## src/rtl/serial_adder_ctrl_if.sv

```systemverilog
// rtl/serial_adder_ctrl_if.sv - operand/result and full-adder bundle for the bit-serial adder sequencer
interface serial_adder_ctrl_if #(
  parameter int WIDTH = 8
);
  logic             start;
  logic [WIDTH-1:0] a_in;
  logic [WIDTH-1:0] b_in;
  logic             c_in;
  logic             busy;
  logic             done;
  logic [WIDTH-1:0] sum_out;
  logic             c_out;
  logic             fa_a;
  logic             fa_b;
  logic             fa_cin;
  logic             fa_sum;
  logic             fa_carry;

  modport master (
    output start, a_in, b_in, c_in, fa_sum, fa_carry,
    input  busy, done, sum_out, c_out, fa_a, fa_b, fa_cin
  );

  modport slave (
    input  start, a_in, b_in, c_in, fa_sum, fa_carry,
    output busy, done, sum_out, c_out, fa_a, fa_b, fa_cin
  );
endinterface

```

## src/rtl/serial_adder_ctrl.sv

```systemverilog
// rtl/serial_adder_ctrl.sv - sequences an external single-bit full adder over WIDTH-bit operands, LSB first
module serial_adder_ctrl #(
  parameter int WIDTH = 8
) (
  input logic                clk,
  input logic                rst,
  serial_adder_ctrl_if.slave bus
);
  localparam int CW = $clog2(WIDTH);

  typedef enum logic [1:0] {IDLE, RUN, DONE} state_e;

  state_e           state_q, state_d;
  logic [WIDTH-1:0] a_sh_q, a_sh_d;
  logic [WIDTH-1:0] b_sh_q, b_sh_d;
  logic [WIDTH-1:0] res_q, res_d;
  logic [WIDTH-1:0] sum_q, sum_d;
  logic             cy_q, cy_d;
  logic             cout_q, cout_d;
  logic [CW-1:0]    cnt_q, cnt_d;
  logic             busy, done, fa_a, fa_b, fa_cin;

  always_ff @(posedge clk) begin
    if (rst) begin
      state_q <= IDLE;
      a_sh_q  <= '0;
      b_sh_q  <= '0;
      res_q   <= '0;
      sum_q   <= '0;
      cy_q    <= 1'b0;
      cout_q  <= 1'b0;
      cnt_q   <= '0;
    end else begin
      state_q <= state_d;
      a_sh_q  <= a_sh_d;
      b_sh_q  <= b_sh_d;
      res_q   <= res_d;
      sum_q   <= sum_d;
      cy_q    <= cy_d;
      cout_q  <= cout_d;
      cnt_q   <= cnt_d;
    end
  end

  always_comb begin
    state_d = state_q;
    a_sh_d  = a_sh_q;
    b_sh_d  = b_sh_q;
    res_d   = res_q;
    sum_d   = sum_q;
    cy_d    = cy_q;
    cout_d  = cout_q;
    cnt_d   = cnt_q;
    busy    = 1'b0;
    done    = 1'b0;
    fa_a    = 1'b0;
    fa_b    = 1'b0;
    fa_cin  = 1'b0;
    case (state_q)
      IDLE: begin
        if (bus.start) begin
          a_sh_d  = bus.a_in;
          b_sh_d  = bus.b_in;
          cy_d    = bus.c_in;
          cnt_d   = '0;
          res_d   = '0;
          state_d = RUN;
        end
      end
      RUN: begin
        busy   = 1'b1;
        fa_a   = a_sh_q[0];
        fa_b   = b_sh_q[0];
        fa_cin = cy_q;
        a_sh_d = a_sh_q >> 1;
        b_sh_d = b_sh_q >> 1;
        res_d  = {bus.fa_sum, res_q[WIDTH-1:1]};
        cy_d   = bus.fa_carry;
        cnt_d  = cnt_q + CW'(1);
        // Final bit: the result register would only be complete one edge later, so commit from the live adder output.
        if (cnt_q == CW'(WIDTH - 1)) begin
          sum_d   = {bus.fa_sum, res_q[WIDTH-1:1]};
          cout_d  = bus.fa_carry;
          state_d = DONE;
        end
      end
      DONE: begin
        busy    = 1'b1;
        done    = 1'b1;
        state_d = IDLE;
      end
      default: state_d = IDLE;
    endcase
  end

  assign bus.busy    = busy;
  assign bus.done    = done;
  assign bus.fa_a    = fa_a;
  assign bus.fa_b    = fa_b;
  assign bus.fa_cin  = fa_cin;
  assign bus.sum_out = sum_q;
  assign bus.c_out   = cout_q;
endmodule
```

## src/flat_wrapper.sv

```systemverilog
// flat-port wrapper written by rule: the top's interface ports become plain ports
module serial_adder_ctrl_flat 
#(
  parameter int WIDTH = 8
)
  (clk, rst, bus_start, bus_a_in, bus_b_in, bus_c_in, bus_fa_sum, bus_fa_carry, bus_busy, bus_done, bus_sum_out, bus_c_out, bus_fa_a, bus_fa_b, bus_fa_cin);
  serial_adder_ctrl_if #(.WIDTH(WIDTH)) bus_i ();
  input logic clk;
  input logic rst;
  input wire logic [$bits(bus_i.start)-1:0] bus_start;
  input wire logic [$bits(bus_i.a_in)-1:0] bus_a_in;
  input wire logic [$bits(bus_i.b_in)-1:0] bus_b_in;
  input wire logic [$bits(bus_i.c_in)-1:0] bus_c_in;
  input wire logic [$bits(bus_i.fa_sum)-1:0] bus_fa_sum;
  input wire logic [$bits(bus_i.fa_carry)-1:0] bus_fa_carry;
  output wire logic [$bits(bus_i.busy)-1:0] bus_busy;
  output wire logic [$bits(bus_i.done)-1:0] bus_done;
  output wire logic [$bits(bus_i.sum_out)-1:0] bus_sum_out;
  output wire logic [$bits(bus_i.c_out)-1:0] bus_c_out;
  output wire logic [$bits(bus_i.fa_a)-1:0] bus_fa_a;
  output wire logic [$bits(bus_i.fa_b)-1:0] bus_fa_b;
  output wire logic [$bits(bus_i.fa_cin)-1:0] bus_fa_cin;
  assign bus_i.start = bus_start;
  assign bus_i.a_in = bus_a_in;
  assign bus_i.b_in = bus_b_in;
  assign bus_i.c_in = bus_c_in;
  assign bus_i.fa_sum = bus_fa_sum;
  assign bus_i.fa_carry = bus_fa_carry;
  assign bus_busy = bus_i.busy;
  assign bus_done = bus_i.done;
  assign bus_sum_out = bus_i.sum_out;
  assign bus_c_out = bus_i.c_out;
  assign bus_fa_a = bus_i.fa_a;
  assign bus_fa_b = bus_i.fa_b;
  assign bus_fa_cin = bus_i.fa_cin;
  serial_adder_ctrl #(.WIDTH(WIDTH)) u_core (.clk(clk), .rst(rst), .bus(bus_i));
endmodule
```

## config.mk

```make
export PLATFORM = sky130hd
export DESIGN_NAME = serial_adder_ctrl_flat
export DESIGN_NICKNAME = d
export VERILOG_FILES = /design/src/rtl/serial_adder_ctrl_if.sv /design/src/rtl/serial_adder_ctrl.sv /design/src/flat_wrapper.sv
export SDC_FILE = /design/constraint.sdc
export NUM_CORES = 1
export LEC_CHECK = 0
export ABC_CLOCK_PERIOD_IN_PS = 3000
export BUFFER_PORTS_ARGS = -buffer_cell sky130_fd_sc_hd__buf_4
export CAP_MARGIN = 0
export CORE_MARGIN = 2
export CORE_UTILIZATION = 45
export CTS_CLUSTER_SIZE = 25
export DETAILED_ROUTE_END_ITERATION = 12
export MAX_ROUTING_LAYER = met4
export PLACE_DENSITY = 0.66
export SLEW_MARGIN = 20
export SYNTH_ARGS = -nofsm -noshare
export SYNTH_HDL_FRONTEND = slang
export SYNTH_SLANG_ARGS = --single-unit
```

## constraint.sdc

```tcl
create_clock -name clk -period 3 [get_ports clk]
set_input_delay 0.3 -clock clk [delete_from_list [all_inputs] [get_ports clk]]
set_output_delay 0.3 -clock clk [all_outputs]
set_load 0.03 [all_outputs]
```

==> results.cfg, run 1 <==
[routing]
route.final.wire_length_um = 3190
drc = 0
postRouteAntennaNets = 0
firstDrtPassIters = 4
via_count = 1320
drtIter0Drc = 55
routed_via_density = 5.28
avgRoutedWirePerCell_um = 12.7

[synth]
synth-seq-cells = 38
primary_flip_flop_cell_chosen_by_synthesis_mapping = dfxtp_1
synth_compound_area_share_pct = 19.9
syn_inst = 173
yosys.area_share.simple_pct = 16.5
synthDistinctLibCells = 26
yosys-mux-area-fraction_pct = 9.92
yosysMostFrequentCell = dfxtp_1
avgSynthCellArea_sq_um = 10.2
ys_warn_count = 0
share_of_yosys_cell_area_claimed_by_the_top_area_cell_type_pct = 43.1
share_of_async_settable_or_async_resettable_flops_after_synthesis_pct = 0
synth-xor-area-share_pct = 0
synth-edff-count = 0
post_synth_fa_ha_maj_area_fraction_pct = 3.54
synth_top_area_cell = dfxtp_1
seq_total_area_yosys_pct = 43.1
post_synth_most_frequent_cells = 38 x dfxtp_1, 16 x mux2i_1, 15 x a211oi_2, 13 x nor2_2
synth_top_family_by_area = compound AO/OA/AOI/OAI gates
synthTopCellsByArea = dfxtp_1 43%, a211oi_2 11%, mux2i_1 9.1%
synth_area_sq_mm = 0.00177
syn_nets = 200

[timing]
timing.final.setup_violations = 0
period_share_pct = 68.3
min_period_ns = 2.05
timing.slew.headroom_pct = 35.5
worst_slew_pin_slew_ns = 0.940
setup_ws_ns = 0.952
max_clock_freq_mhz = 488
report.final.hold_viol_count = 0
slew_violations = 0
rsz_0062_raised_after_global_routing = no
timing.setup.tns_ns = 0
timing.clock.skew_ns = 0.00625

[cts]
tritoncts = done
clkSinkCount = 38
post_cts_resized = 0
cts_inserted_buffers = 5
clock_latency_ns = 0.29
cts-root-buf = clkbuf_8
cts.hold.buffers_added = 0
clockBufferDepth = 2
cts.repair_timing.setup_buffer_count = 0
clk_transition_reported_paths_ns = 0.07
clock_tree.htree_level_count = 2

[run_status]
status = completed

[grt]
grt_max_degree = 39
vias_in_the_first_global_route = 1242
number_of_antenna_violations_at_the_first_check_in_global_routing = 0
grt_overflow_total = 0
grt_use_total_pct = 16.2
grt_pass1_wl_um = 5370

[critical_path]
crit_fanout = 32
cp_num_buf_inv = 1
worstPathCellList = inv_1, ha_2, mux2_4, nor2_1, a211oi_2
kind_of_critical_path = reg2reg
cell_type_group_with_the_largest_total_delay_on_the_critical_path = adder cells
cp_data_required_time_ns = 3.21
worst_setup_path_start_kind = flop
worstRegToRegCells = 5
rrSetupSlack_ns = 0.95
timing.rr.start = u_core.state_q[1]
data_arrival_time_of_the_critical_path_ns = 2.26
r2r_endpoint = u_core.a_sh_q[1]
crit_path_end_kind = flop
cp_slowest_stage_delay_ns = 0.63
crit_path_top_delay_cell = ha_2

[final_layout]
finish.cell_count_without_fillers = 250
antenna_cells = 0
fraction_of_final_layout_cells_sized_beyond_drive_strength_1_pct = 39.1
flow.area_growth_from_synthesis_pct = 17.9
numnets_final = 228
stdcell_area_sq_mm = 0.00208

[floorplan]
coreArea_sq_mm = 0.00372
die_area_sq_mm = 0.00444
initial_utilization_pct = 47.5
row_count = 22
die-width_um = 66.6
floorplan.io_pins = 36
die_y_um = 66.6

[place]
post-dp-hpwl_um = 2120
numPlacedInstances = 242
gp_routability_congestion = 0.703
placement.cell_area_sq_mm = 0.00199
io_buffer_count = 35
dp_worst_setup_slack_ns = 0.952

[hold_path]
worst_case_hold_path_end_point = u_core.a_sh_q[7]
hold_path_depth = 3
timing.hold.worst.start = bus_a_in[7]
worstHoldPathType = in2reg

[pwr]
ir_worst_vdd_uv = 267
leakage_nw = 0.803
pwr_density_cell_mw_per_mm2 = 533
power_mw = 1.11

[job]
drv.max_cap_violation_count = 0
-- per-layer routing --
metal	track usage [%]	wire (um)	part of all wire (%)	up-vias
met4	5.36	38	1.2	0
met1	18.3	1460	46	616
li1	-	-	-	670
met5	-	0	0	-
met3	4.22	162	5.1	4
met2	27.9	1520	48	30
-- sequential cells by signal (all words and copies together) (netlist names) --
name and flops:
u_core.b_sh_q 8, u_core.res_q 7, u_core.state_q 2, u_core.cnt_q 3, u_core.bus.sum_out 8, u_core.bus.c_out 1, u_core.cy_q 1, u_core.a_sh_q 8
-- power by group --
part / switching, mW / total, mW / internal (mW)
registers: 0.0182 / 0.552 / 0.534
logic: 0.112 / 0.199 / 0.0870
clock network: 0.174 / 0.358 / 0.184
total: 0.304 / 1.11 / 0.805
-- how the worst max path moves through the flow --
stage / depth (start not counted) / from / end / slack, ns
after global placement: 5 / u_core.state_q[1] / u_core.a_sh_q[0] / 1.04
after global routing: 5 / u_core.state_q[1] / u_core.res_q[5] / 0.79
after CTS: 5 / u_core.state_q[1] / u_core.a_sh_q[1] / 0.94
final: 5 / u_core.state_q[1] / u_core.a_sh_q[1] / 0.95
after detailed placement: 5 / u_core.state_q[1] / u_core.a_sh_q[1] / 0.95
after floorplan: 5 / u_core.state_q[1] / bus_fa_b / 1.50
-- cell usage in the layout, fill, tap and decap left out --
cell type | synthesis | final
nand3b_1 | 1 | 1
clkinvlp_4 | 0 | 1
and2_1 | 3 | 3
nand2_2 | 1 | 1
nand2_1 | 12 | 12
a211oi_2 | 15 | 15
mux2_4 | 1 | 1
clkinv_2 | 0 | 1
nor2b_1 | 1 | 1
clkbuf_8 | 0 | 6
nor2_2 | 13 | 13
a21oi_1 | 12 | 12
ha_1 | 5 | 4
nand2b_1 | 2 | 2
nand3b_2 | 2 | 2
a32oi_1 | 9 | 9
nor2_1 | 11 | 11
nand3_1 | 9 | 9
inv_1 | 3 | 3
mux2i_1 | 16 | 16
nor3_1 | 1 | 1
a211oi_1 | 1 | 1
ha_2 | 0 | 1
dfxtp_1 | 38 | 38
buf_4 | 0 | 36
a21oi_2 | 2 | 2
-- metrics by stage --
stage | util (%) | hold slack, ns
2_1_floorplan | - | 0.440
3_5_place_dp | 53.4 | 0.448
6_report | 56.0 | 0.286
3_3_place_gp | 53.4 | 0.446
4_1_cts | 56.0 | 0.281
5_1_grt | 56.0 | 0.290
-- cells by family (layout without fill, tap and decap cells) --
family	Yosys count	in the layout
AO/OA/AOI/OAI	39	39
adder cells (fa/ha/maj)	5	5
buffers and inverters	18	47
flip-flops	38	38
multiplexers	17	17
AND/OR/NAND/NOR	56	56
-- worst register-to-register path, delay by kind of cell, from the launching register on --
family                     cells  cell delay, ns
and+or+nand+nor                1            0.12
muxes                          1            0.62
adders and majority gates      1            0.63
DFF                            1            0.33
buffers and inverters          1            0.08
AOI/OAI and AO/OA              1            0.19
-- final cells by class --
cell class | count | area [sq um]
clock inverters | 2 | 12.5
multi-input cells | 117 | 883
fillers | 355 | 1640
inverters | 3 | 11.3
clock buffers | 6 | 82.6
well taps | 48 | 60.1
flip-flops and latches | 38 | 761
repair buffers | 36 | 270
No activity file was read; power rests on OpenSTA's default activity.
==> inputs of run 2 (changes only) <==
--- a/config.mk
+++ b/config.mk
@@ -5,7 +5,7 @@
 export SDC_FILE = /design/constraint.sdc
 export NUM_CORES = 1
 export LEC_CHECK = 0
-export ABC_CLOCK_PERIOD_IN_PS = 3000
+export ABC_CLOCK_PERIOD_IN_PS = 1990
 export BUFFER_PORTS_ARGS = -buffer_cell sky130_fd_sc_hd__buf_4
 export CAP_MARGIN = 0
 export CORE_MARGIN = 2
==> constraint.sdc (replaced) <==
create_clock -name clk -period 1.99 [get_ports clk]
set_input_delay 0.199 -clock clk [delete_from_list [all_inputs] [get_ports clk]]
set_output_delay 0.199 -clock clk [all_outputs]
set_load 0.03 [all_outputs]
==> run 2 against run 1 <==
Effect of this change:
- non-clock buffer count increased by 2
- flip-flop and latch count unchanged
- first-iteration DRC count fell by 33%
- worst setup slack got worse by 0.81 ns
- largest power group unchanged
- register-to-register slack got worse by 0.68 ns
- power is 51% higher
- critical path depth stayed put
- clock skew decreased by 0.0043 ns
- sequential share of layout area fell by 0.26 points
- sequential power up 51%
- die area did not move
- clock-buffer cell count did not move
==> results.cfg, run 2 (synthesized netlist as in run 1, its figures left out) <==
[critical_path]
kind_of_critical_path = reg2out
worst_setup_path_start_kind = flop
crit_fanout = 14
cp_slowest_stage_delay_ns = 0.38
worstPathCellList = inv_1, ha_2, buf_4, and2_1, buf_4
data_arrival_time_of_the_critical_path_ns = 1.65
crit_path_top_delay_cell = ha_2
cp_data_required_time_ns = 1.79
cell_type_group_with_the_largest_total_delay_on_the_critical_path = buffers and inverters
cp_num_buf_inv = 3
crit_top_cell = buf_4
crit_path_end_kind = output port

[job]
drv.max_cap_violation_count = 0

[timing]
timing.clock.skew_ns = 0.00196
report.final.hold_viol_count = 0
max_clock_freq_mhz = 542
slew_violations = 0
fin_worst_hold_slack_ns = 0.193
rsz_0062_raised_after_global_routing = no
period_share_pct = 92.8
min_period_ns = 1.85
timing.final.setup_violations = 0
timing.setup.tns_ns = 0
worst_slew_pin_slew_ns = 0.477
timing.slew.headroom_pct = 68.2

[hold_path]
worstHoldPathType = in2reg

[floorplan]
row_count = 22
die_y_um = 66.6
coreArea_sq_mm = 0.00372
initial_utilization_pct = 47.5
die_area_sq_mm = 0.00444
floorplan.io_pins = 36
die-width_um = 66.6

[final_layout]
numnets_final = 230
final_core_utilization_pct = 56.4
most_frequent_cells_in_the_layout = 38 x buf_4, 38 x dfxtp_1, 16 x mux2i_1, 15 x a211oi_2, 13 x nor2_2
fraction_of_final_layout_cells_sized_beyond_drive_strength_1_pct = 39.7
antenna_cells = 0
flow.area_growth_from_synthesis_pct = 18.7

[cts]
clockBufferDepth = 2
cts.repair_timing.setup_buffer_count = 0
clock_tree.htree_level_count = 2
clock_latency_ns = 0.28
cts-root-buf = clkbuf_8
tritoncts = done
cts.hold.buffers_added = 0
clkSinkCount = 38
clk_transition_reported_paths_ns = 0.07
post_cts_resized = 0
cts_inserted_buffers = 5

[pwr]
ir_worst_vdd_uv = 512
leakage_nw = 0.813
power_mw = 1.67
pwr_density_cell_mw_per_mm2 = 799

[routing]
avgRoutedWirePerCell_um = 12.4
drc = 0
drtIter0Drc = 37
firstDrtPassIters = 6
route.final.wire_length_um = 3130
via_count = 1309
routed_via_density = 5.19
met3_wirelength_um = 152
wl_met1_um = 1470
topRoutingLayerUsed = met4
wl_met2_um = 1500
postRouteAntennaNets = 0

[grt]
number_of_antenna_violations_at_the_first_check_in_global_routing = 0
grt_use_total_pct = 16.0
vias_in_the_first_global_route = 1237
grt_overflow_total = 0
grt_pass1_wl_um = 5310
grt_max_degree = 39

[run_status]
status = completed

[place]
post-dp-hpwl_um = 2130
io_buffer_count = 35
gp_routability_congestion = 0.747
[run 2: cell types whose count changed in the layout (fill, tap and decap cells not counted)]
cell,before,now
buf_4,36,38
[run 2: cell type report]
cell class,instances,area (sq um)
multi-input combinational,117,883
sequential,38,761
fill,343,1620
inverter,3,11.3
clock inverter,2,12.5
clock buffer,6,82.6
timing repair buffer,38,285
tap,48,60.1
[run 2: routing by layer]
layer | vias up | track usage (%)
li1 | 671 | -
met1 | 605 | 19.3
met2 | 31 | 26.6
met3 | 2 | 5.07
met4 | 0 | 3.06
met5 | - | -
[run 2: power breakdown]
group	switching (mW)	total, mW	internal (mW)	leakage [nW]
Sequential	0.0279	0.832	0.804	0.310
Clock	0.257	0.535	0.278	0.0472
Combinational	0.171	0.307	0.136	0.455
Total	0.456	1.67	1.22	0.813
[run 2: through the flow]
stage	instance area, sq um	instances	setup WS [ns]
final	2100	252	0.144
after global placement	2000	244	0.349
after detailed placement	2000	244	0.265
after CTS	2100	252	0.128
after global routing	2100	252	0.0400
after floorplan	1770	173	0.577
[run 2: tightest hold or removal path: cells and delay by family]
family,cells,cell delay [ns]
buf+inv,1,0.11
compound gates,1,0.05
simple gates,1,0.07
[run 2: worst paths after layout]
| path | depth (start not counted) | start | endpoint | slack (ns) |
|---|---|---|---|---|
| hold / removal | 3 | bus_b_in[7] | u_core.b_sh_q[7] | 0.19 |
| setup reg to reg | 5 | u_core.state_q[1] | u_core.a_sh_q[0] | 0.27 |
| setup / recovery | 5 | u_core.state_q[1] | bus_fa_a | 0.14 |
| hold reg to reg | 2 | u_core.bus.sum_out[0] | u_core.bus.sum_out[0] | 0.46 |
==> inputs of run 3 (changes only) <==
--- a/config.mk
+++ b/config.mk
@@ -5,7 +5,7 @@
 export SDC_FILE = /design/constraint.sdc
 export NUM_CORES = 1
 export LEC_CHECK = 0
-export ABC_CLOCK_PERIOD_IN_PS = 1990
+export ABC_AREA = 1
 export BUFFER_PORTS_ARGS = -buffer_cell sky130_fd_sc_hd__buf_4
 export CAP_MARGIN = 0
 export CORE_MARGIN = 2
@@ -13,7 +13,7 @@
 export CTS_CLUSTER_SIZE = 25
 export DETAILED_ROUTE_END_ITERATION = 12
 export MAX_ROUTING_LAYER = met4
-export PLACE_DENSITY = 0.66
+export PLACE_DENSITY = 0.74
 export SLEW_MARGIN = 20
 export SYNTH_ARGS = -nofsm -noshare
 export SYNTH_HDL_FRONTEND = slang
==> run 3 against run 2 <==
Effect of this change:
- critical path depth is 1 higher
- combinational power is 41% higher
- via count is 23% higher
- wire length is 13% higher
- critical endpoint is now bus_fa_b
- synthesized cell count is 50% higher
- core utilization is 0.41 points higher
- critical path type unchanged
- flip-flop and latch count stayed put
- largest cell class unchanged
==> results.cfg, run 3 <==
[run_status]
status = completed

[grt]
grt_max_degree = 20
gr-max-usage-layer = met2
groute.layer.met3.usage_pct = 4.83
number_of_antenna_violations_at_the_first_check_in_global_routing = 0
vias_in_the_first_global_route = 1479
grt_use_total_pct = 18.5
grt_overflow_total = 0
grt_use_met1_pct = 21.0
grt_pass1_wl_um = 6190
grt_util_met2_pct = 29.9

[critical_path]
worst_setup_path_start_kind = flop
crit_path_end_kind = output port
kind_of_critical_path = reg2out
cell_type_group_with_the_largest_total_delay_on_the_critical_path = buffers and inverters
timing.rr.start = u_core.state_q[1]
cp_num_buf_inv = 4
data_arrival_time_of_the_critical_path_ns = 1.53
cp_data_required_time_ns = 1.79
cp_slowest_stage_delay_ns = 0.33
r2r_endpoint = u_core.bus.sum_out[2]
rrSetupSlack_ns = 0.48
crit_fanout = 17
worstPathCellList = inv_1, ha_1, buf_4, nand2_1, inv_1, buf_4
crit_path_top_delay_cell = dfxtp_1
worstRegToRegCells = 6

[floorplan]
coreArea_sq_mm = 0.00394
row_count = 23
floorplan.io_pins = 36
die_y_um = 67.7
die-width_um = 67.7
initial_utilization_pct = 46.4
die_area_sq_mm = 0.00459

[routing]
drtIter0Drc = 81
postRouteAntennaNets = 0
firstDrtPassIters = 4
route.final.wire_length_um = 3550
avgRoutedWirePerCell_um = 10.3
drc = 0
routed_via_density = 4.69
via_count = 1614

[synth]
synthTopCellsByArea = dfxtp_1 42%, nor2_1 11%, nand2_1 9.0%
yosysMostFrequentCell = nor2_1
syn_inst = 259
synth-seq-cells = 38
seq_total_area_yosys_pct = 41.6
synth-edff-count = 0
synth_top_family_by_area = simple AND/OR/NAND/NOR gates
ys_warn_count = 0
post_synth_fa_ha_maj_area_fraction_pct = 3.42
syn_nets = 286
primary_flip_flop_cell_chosen_by_synthesis_mapping = dfxtp_1
yosys-mux-area-fraction_pct = 0
post_synth_most_frequent_cells = 55 x nor2_1, 44 x nand2_1, 38 x dfxtp_1, 24 x inv_1, 20 x o21ai_0
synth-xor-area-share_pct = 0
synth_area_sq_mm = 0.00183
synthDistinctLibCells = 19
synth_compound_area_share_pct = 9.86
share_of_async_settable_or_async_resettable_flops_after_synthesis_pct = 0
synth_top_area_cell = dfxtp_1
share_of_yosys_cell_area_claimed_by_the_top_area_cell_type_pct = 41.6
yosys.area_share.simple_pct = 33.8
avgSynthCellArea_sq_um = 7.06

[cts]
cts-root-buf = clkbuf_8
cts.hold.buffers_added = 0
clock_tree.htree_level_count = 2
clkSinkCount = 38
post_cts_resized = 0
clock_latency_ns = 0.30
clk_transition_reported_paths_ns = 0.08
tritoncts = done
clockBufferDepth = 2
cts.repair_timing.setup_buffer_count = 0
cts_inserted_buffers = 5

[final_layout]
num-fill-cells = 384
area_of_the_multi_input_gates_sq_um = 861
antenna_cells = 0
fraction_of_final_layout_cells_sized_beyond_drive_strength_1_pct = 18.4
numnets_final = 320
finish.cell_count_without_fillers = 344
flow.area_growth_from_synthesis_pct = 22.5
most_frequent_cells_in_the_layout = 55 x nor2_1, 44 x nand2_1, 41 x buf_4, 38 x dfxtp_1, 24 x inv_1
layout.cells.most_common = nor2_1
layout.area.seq_sq_um = 761

[hold_path]
worst_case_hold_path_end_point = u_core.res_q[7]
hold_path_depth = 2
worstHoldPathType = in2reg
timing.hold.worst.start = rst

[place]
io_buffer_count = 35
post-dp-hpwl_um = 2410
numPlacedInstances = 336
gp_routability_congestion = 0.761

[timing]
timing.slew.headroom_pct = 73.9
worst_slew_pin_slew_ns = 0.391
slew_violations = 0
min_period_ns = 1.73
period_share_pct = 86.7
fin_worst_hold_slack_ns = 0.154
timing.setup.tns_ns = 0
report.final.hold_viol_count = 0
timing.clock.skew_ns = 0.00406
max_clock_freq_mhz = 579
timing.final.setup_violations = 0
rsz_0062_raised_after_global_routing = no

[pwr]
pwr_density_cell_mw_per_mm2 = 937
power_mw = 2.10
leakage_nw = 1.08
ir_worst_vdd_uv = 577

[job]
drv.max_cap_violation_count = 0
[run 3: cell types whose count changed in the layout (fill, tap and decap cells not counted), moves of 16 or more]
cell      previous run  this run
nand3b_1             1        17
inv_1                3        24
nor2_1              11        55
nand2_1             12        44
o21ai_0              0        20
mux2i_1             16         0
[run 3: cell families after synthesis]
family	count (synthesis)
flops	38
compound gates	36
fa+ha+maj	5
buf+inv	42
simple gates	138
[run 3: metal layers]
metal | vias to the layer above | share of wire (%) | wire, um
met5 | - | 0 | 0
met4 | 0 | 2.1 | 73
met3 | 8 | 4.3 | 153
met2 | 33 | 45 | 1600
met1 | 688 | 49 | 1720
li1 | 885 | - | -
[run 3: cell type report]
cell class                      count  share of cell area (%)
Inverter                           28                    4.69
Sequential cell                    38                    34.0
Clock buffer                        6                    3.69
Clock inverter                      2                    2.68
Multi-Input combinational cell    179                    38.4
Timing Repair Buffer               41                    13.7
Tap cell                           50                    2.79
[run 3: how the worst max path moves through the flow]
stage                           start                    end  cells past startpoint
floorplan           u_core.state_q[1]               bus_fa_a                      6
global placement      u_core.cnt_q[0]  u_core.bus.sum_out[7]                      6
detailed placement    u_core.cnt_q[0]  u_core.bus.sum_out[5]                      6
CTS                 u_core.state_q[1]               bus_fa_b                      6
global route        u_core.state_q[1]               bus_fa_b                      6
finish              u_core.state_q[1]               bus_fa_b                      6
[run 3: per-stage QoR]
step	worst slack, ns	utilization, %	instance area, sq um
floorplan	0.651	-	1830
global placement	0.515	53.2	2100
detailed placement	0.477	53.2	2100
CTS	0.253	56.8	2240
global route	0.126	56.8	2240
finish	0.264	56.8	2240
[run 3: power by group]
part           leakage (nW)  internal, mW  switching, mW
logic                 0.695         0.175          0.257
registers             0.311         0.825         0.0283
clock network        0.0714         0.535          0.278
total                  1.08          1.53          0.564
